--- src/rtl/mipi_hs_byte_aligner.sv ---
// HS byte aligner: hunts the leader sync byte at any of 8 bit offsets, locks, and emits aligned payload.
// Optional macro MIPI_SYNC_ERR_TOLERANT_EN accepts a 1-bit-corrupted sync byte and adds SOT_CORR.
module mipi_hs_byte_aligner #(
    parameter logic [7:0]  SYNC_BYTE    = 8'hB8,
    parameter int unsigned SYNC_TIMEOUT = 16
) (
    input  logic       CLK,
    input  logic       RESET_n,
    input  logic       HS_MODE,
    input  logic [7:0] DATA_IN,
    output logic [7:0] BYTE_OUT,
    output logic       BYTE_VALID,
    output logic       SOT,
    output logic       EOT,
    output logic       SOT_ERR,
    output logic [2:0] ALIGN_OFS,
    output logic       LOCKED
`ifdef MIPI_SYNC_ERR_TOLERANT_EN
    ,
    output logic       SOT_CORR
`endif
);

    typedef enum logic [1:0] {
        ST_IDLE    = 2'd0,
        ST_HUNT    = 2'd1,
        ST_LOCKED  = 2'd2,
        ST_WAIT_LP = 2'd3
    } state_t;

    localparam logic [7:0] TIMEOUT_LAST = 8'(SYNC_TIMEOUT - 1);

    state_t      state_r;
    logic [7:0]  data_d_r;
    logic [7:0]  cnt_r;
    logic [15:0] win_s;
    logic [3:0]  exact_s;
    logic        hit_s;
    logic [2:0]  hit_ofs_s;
`ifdef MIPI_SYNC_ERR_TOLERANT_EN
    logic [3:0]  near_s;
    logic        hit_corr_s;
`endif

    // Exact search; iterating downward leaves the lowest matching offset in the result.
    function automatic logic [3:0] find_exact(input logic [15:0] win);
        logic [3:0] res;
        res = 4'b0000;
        for (int k = 7; k >= 0; k--) begin
            if (win[k +: 8] == SYNC_BYTE) begin
                res = {1'b1, 3'(k)};
            end else begin
                res = res;
            end
        end
        return res;
    endfunction

`ifdef MIPI_SYNC_ERR_TOLERANT_EN
    // True when exactly one bit of x is set.
    function automatic logic single_bit(input logic [7:0] x);
        return (x != 8'h00) && ((x & (x - 8'h01)) == 8'h00);
    endfunction

    // Hamming-distance-1 search, lowest offset wins.
    function automatic logic [3:0] find_near(input logic [15:0] win);
        logic [3:0] res;
        res = 4'b0000;
        for (int k = 7; k >= 0; k--) begin
            if (single_bit(win[k +: 8] ^ SYNC_BYTE)) begin
                res = {1'b1, 3'(k)};
            end else begin
                res = res;
            end
        end
        return res;
    endfunction
`endif

    assign win_s = {DATA_IN, data_d_r};

    // Sync candidate selection for the current window.
    always_comb begin
        exact_s = find_exact(win_s);
`ifdef MIPI_SYNC_ERR_TOLERANT_EN
        near_s = find_near(win_s);
        if (exact_s[3]) begin
            hit_s      = 1'b1;
            hit_ofs_s  = exact_s[2:0];
            hit_corr_s = 1'b0;
        end else begin
            hit_s      = near_s[3];
            hit_ofs_s  = near_s[2:0];
            hit_corr_s = near_s[3];
        end
`else
        hit_s     = exact_s[3];
        hit_ofs_s = exact_s[2:0];
`endif
    end

    // Alignment FSM with registered outputs; HS_MODE low overrides every state.
    always_ff @(posedge CLK or negedge RESET_n) begin
        if (!RESET_n) begin
            state_r    <= ST_IDLE;
            data_d_r   <= 8'h00;
            cnt_r      <= 8'h00;
            BYTE_OUT   <= 8'h00;
            BYTE_VALID <= 1'b0;
            SOT        <= 1'b0;
            EOT        <= 1'b0;
            SOT_ERR    <= 1'b0;
            ALIGN_OFS  <= 3'd0;
            LOCKED     <= 1'b0;
`ifdef MIPI_SYNC_ERR_TOLERANT_EN
            SOT_CORR   <= 1'b0;
`endif
        end else begin
            data_d_r <= DATA_IN;
            SOT      <= 1'b0;
            EOT      <= 1'b0;
            SOT_ERR  <= 1'b0;
`ifdef MIPI_SYNC_ERR_TOLERANT_EN
            SOT_CORR <= 1'b0;
`endif
            if (!HS_MODE) begin
                state_r    <= ST_IDLE;
                BYTE_VALID <= 1'b0;
                LOCKED     <= 1'b0;
                EOT        <= (state_r == ST_LOCKED);
            end else begin
                case (state_r)
                    ST_IDLE: begin
                        state_r    <= ST_HUNT;
                        cnt_r      <= 8'h00;
                        BYTE_VALID <= 1'b0;
                    end
                    ST_HUNT: begin
                        BYTE_VALID <= 1'b0;
                        if (hit_s) begin
                            state_r   <= ST_LOCKED;
                            LOCKED    <= 1'b1;
                            ALIGN_OFS <= hit_ofs_s;
                            SOT       <= 1'b1;
`ifdef MIPI_SYNC_ERR_TOLERANT_EN
                            SOT_CORR  <= hit_corr_s;
`endif
                        end else if (cnt_r == TIMEOUT_LAST) begin
                            state_r <= ST_WAIT_LP;
                            SOT_ERR <= 1'b1;
                        end else begin
                            cnt_r <= cnt_r + 8'h01;
                        end
                    end
                    ST_LOCKED: begin
                        BYTE_OUT   <= win_s[ALIGN_OFS +: 8];
                        BYTE_VALID <= 1'b1;
                    end
                    ST_WAIT_LP: begin
                        BYTE_VALID <= 1'b0;
                    end
                    default: begin
                        state_r    <= ST_IDLE;
                        BYTE_VALID <= 1'b0;
                        LOCKED     <= 1'b0;
                    end
                endcase
            end
        end
    end

endmodule
--- config.mk ---
export PLATFORM = sky130hd
export DESIGN_NAME = mipi_hs_byte_aligner
export DESIGN_NICKNAME = d
export VERILOG_FILES = /design/src/rtl/mipi_hs_byte_aligner.sv
export SDC_FILE = /design/constraint.sdc
export NUM_CORES = 1
export LEC_CHECK = 0
export CAP_MARGIN = 10
export CORE_MARGIN = 2
export CORE_UTILIZATION = 40
export CTS_BUF_LIST = sky130_fd_sc_hd__clkbuf_2 sky130_fd_sc_hd__clkbuf_4 sky130_fd_sc_hd__clkbuf_8
export DETAILED_ROUTE_END_ITERATION = 6
export GPL_ROUTABILITY_DRIVEN = 1
export GPL_TIMING_DRIVEN = 0
export MAX_ROUTING_LAYER = met4
export SYNTH_ARGS = -nofsm -noshare
export SYNTH_HDL_FRONTEND = slang
export SYNTH_SLANG_ARGS = --single-unit
--- constraint.sdc ---
create_clock -name CLK -period 1.7 [get_ports CLK]
set_input_delay 0.255 -clock CLK [delete_from_list [all_inputs] [get_ports CLK]]
set_output_delay 0.255 -clock CLK [all_outputs]
set_load 0.05 [all_outputs]
==> flow_summary_export.csv <==
group,metric,value,unit
route,post_drt_via_cell_ratio,5.89,
pwr,ir_drop,506,uV
layout,layout_commonest_cell,"dfrtp_1",
place,placed_cells,263,
route,drtIter0Drc,90,
timing,fin_worst_hold_slack,0.0268,ns
pwr,power.switching,570,uW
yosys,synth_xor_area_share,0,%
route,route.vias.total,1638,
die,core,4660,sq um
yosys,synth_fa_ha_area_share,0.654,%
die,initial_utilization,41.1,%
yosys,ys_seq_elements,34,
yosys,yosysSeqAreaShare,44.4,%
critical_path,cp_data_required_time,1.93,ns
timing,period_minus_slack,1.82,ns
yosys,synth_cell_types,39,
route,wl_per_cell,16.9,um
die,die_area,5360,sq um
global_route,grt_pass1_wl,7.74,mm
yosys,syn_avg_cell_area,10.5,sq um
die,die_x,73.2,um
global_route,grt_overflow,0,
timing,rsz0062_at_grt,"true",
timing,setup_slack,-0.122,ns
layout,num_antenna_cells,0,
layout,mostFrequentLayoutCells,"dfrtp_1 (29), nand2_1 (24), mux2i_1 (15)",
route,routed_wl,4.69,mm
die,boundaryPins,27,
pwr,power,1920,uW
critical_path,endpoint_kind,"flip-flop",
cts,cts.path.max_buffers,2,
yosys,synth_area,1910,sq um
pwr,intPower,1350,uW
yosys,syn_nets,195,
layout,fillerInstances,404,
route,dr.pass1.iters,4,
timing,min_period_over_period,107,%
timing,tightest_slew,0.749,ns
cts,postCtsHoldBufs,0,
place,gp_congestion,0.893,
timing,report.final.slew_viol_count,0,
pwr,leakage,0.00121,uW
pwr,clkPwrFrac,33.7,%
timing,slew_headroom,50.1,%
yosys,synth-async-reset-ratio,100,%
job,drv_cap,0,
outcome,status,"finished with violations",
layout,drive_gt1_share,29.0,%
die,dieHeight,73.2,um
pwr,power_frac_seq,47.5,%
critical_path,cp.arrival,2.05,ns
worst_hold_path,hold_path_class,"in2async",
critical_path,ff2ff_path_depth,6,
place,portBuffers,26,
critical_path,startpoint_type,"flip-flop",
cts,cts_sinks,34,
yosys,synth_compound_area_share,11.1,%
yosys,synth_top_family_by_area,"simple AND/OR/NAND/NOR gates",
layout,fin_cells,278,
timing,tns,-0.888,ns
global_route,grt_max_degree,35,
route,drc,0,
yosys,synth_top_area_cell,"dfrtp_1",
timing,finalHoldViolCount,0,
yosys,synth-simple-area-share,25.4,%
pwr,p_per_area,732,nW/um^2
cts,cts_tree,"done",
outcome,violations,"setup timing",
global_route,track_usage,19.2,%
timing,max_freq,549,MHz
pwr,sw_frac_of_total,29.7,%
critical_path,criticalPathCategory,"reg2reg",
timing,setup_viol,12,
place,dp_hpwl,3.07,mm
yosys,synth-edff-count,0,
yosys,synth_ff_type,"dfrtp_1",
timing,finClkSkew,0.00680,ns
cts,root_buffer,"clkbuf_8",
cts,clk_latency,0.29,ns
yosys,syn_inst,183,
layout,nNetsFinal,235,
cts,path_clk_slew,0.07,ns
yosys,synth.top_cell.area_share,44.4,%
critical_path,critPathMaxFanout,8,
cts,numCtsBuffers,5,
global_route,antenna_found_initial,0,
global_route,grt_pass1_vias,1591,
cts,htree_levels,2,
die,fp-row-count,25,
layout,area_delta_synth_final,37.1,%
pwr,comb_power_share,18.7,%
yosys,yosysWarnings,0,
yosys,synth_area_leaders,"dfrtp_1 (44%), mux2i_1 (7.8%), nor4bb_1 (4.7%)",
yosys,muxShareOfSynthArea,16.1,%
route,postRouteAntennaNets,0,
[per-layer routing]
metal  global-route usage [%]  vias up  part of all wire, %
li1                         -      773                    -
met1                     23.7      802                   41
met2                     31.4       56                   52
met3                     4.01        7                  5.1
met4                     6.38        0                  1.3
met5                        -        -                    0
[worst max-delay path, stage by stage, from the launching register on]
cell and delay (ns):
dfrtp_2 0.48, nor4bb_4 0.18, o2111ai_2 0.26, nand4_4 0.17, buf_12 0.17, or4_4 0.40
nand4_1 0.09
[cells in the mapped netlist, types with 4 or more instances]
master and n:
nand3_1 9, o21ai_0 15, mux2_2 6, clkbuf_1 4, mux4_2 4, dfrtp_1 34
nor2_1 5, mux2i_1 15, a21o_1 4, or3_1 4, nand2_1 24, a21oi_1 5
nor4bb_1 9
[final timing paths]
| path | from | end | slack, ns |
|---|---|---|---|
| worst max register to register | data_d_r[7] | cnt_r[5] | -0.12 |
| worst min register to register | BYTE_OUT[0] | BYTE_OUT[0] | 0.47 |
| max in group asynchronous | RESET_n | data_d_r[6] | 1.16 |
| min in group CLK | DATA_IN[5] | data_d_r[5] | 0.26 |
| worst max-delay path | data_d_r[7] | cnt_r[5] | -0.12 |
| worst min-delay path | RESET_n | data_d_r[2] | 0.03 |
[sequential cells by signal, summed over array words and instances, names as in the netlist, 2 cells and up]
name       flops
BYTE_OUT       8
cnt_r          8
data_d_r       8
ALIGN_OFS      3
state_r        2
[what timing repair did]
action / CTS / global route
pin swaps: 17 / 7
setup buffers: 6 / 0
endpoints found under the setup margin: 23 / 24
gates resized for setup: 47 / 19
gates cloned: 1 / 0
[power groups by stage]
stage | clock [uW] | combinational, uW | sequential [uW]
final | 648 | 360 | 912
after global routing | 697 | 389 | 919
after CTS | 662 | 354 | 911
after detailed placement | 0 | 335 | 921
after global placement | 0 | 334 | 918
after floorplan | 0 | 142 | 982
[cell type report]
class	count	area (sq um)	area share, %
multi-input combinational	139	1220	46.4
sequential	34	857	32.7
timing repair buffer	33	330	12.6
clock buffer	7	90.1	3.43
tap	54	67.6	2.58
buffer	7	45.0	1.72
inverter	3	11.3	0.429
clock inverter	1	5.00	0.191
[metrics by stage]
stage	utilization, %	setup slack [ns]	cell area, sq um
after floorplan	-	-0.00344	1930
after CTS	54.7	-0.0995	2550
after global routing	56.3	-0.212	2620
final	56.3	-0.122	2620
after detailed placement	48.4	-0.760	2260
after global placement	48.5	-0.678	2260
[kinds of logic after synthesis]
logic type,after synthesis
AND/OR/NAND/NOR,79
AO/OA/AOI/OAI,34
flip-flops,34
multiplexers,25
buffers and inverters,10
adder cells (fa/ha/maj),1
Note: power is estimated with default switching activity, not from simulation.
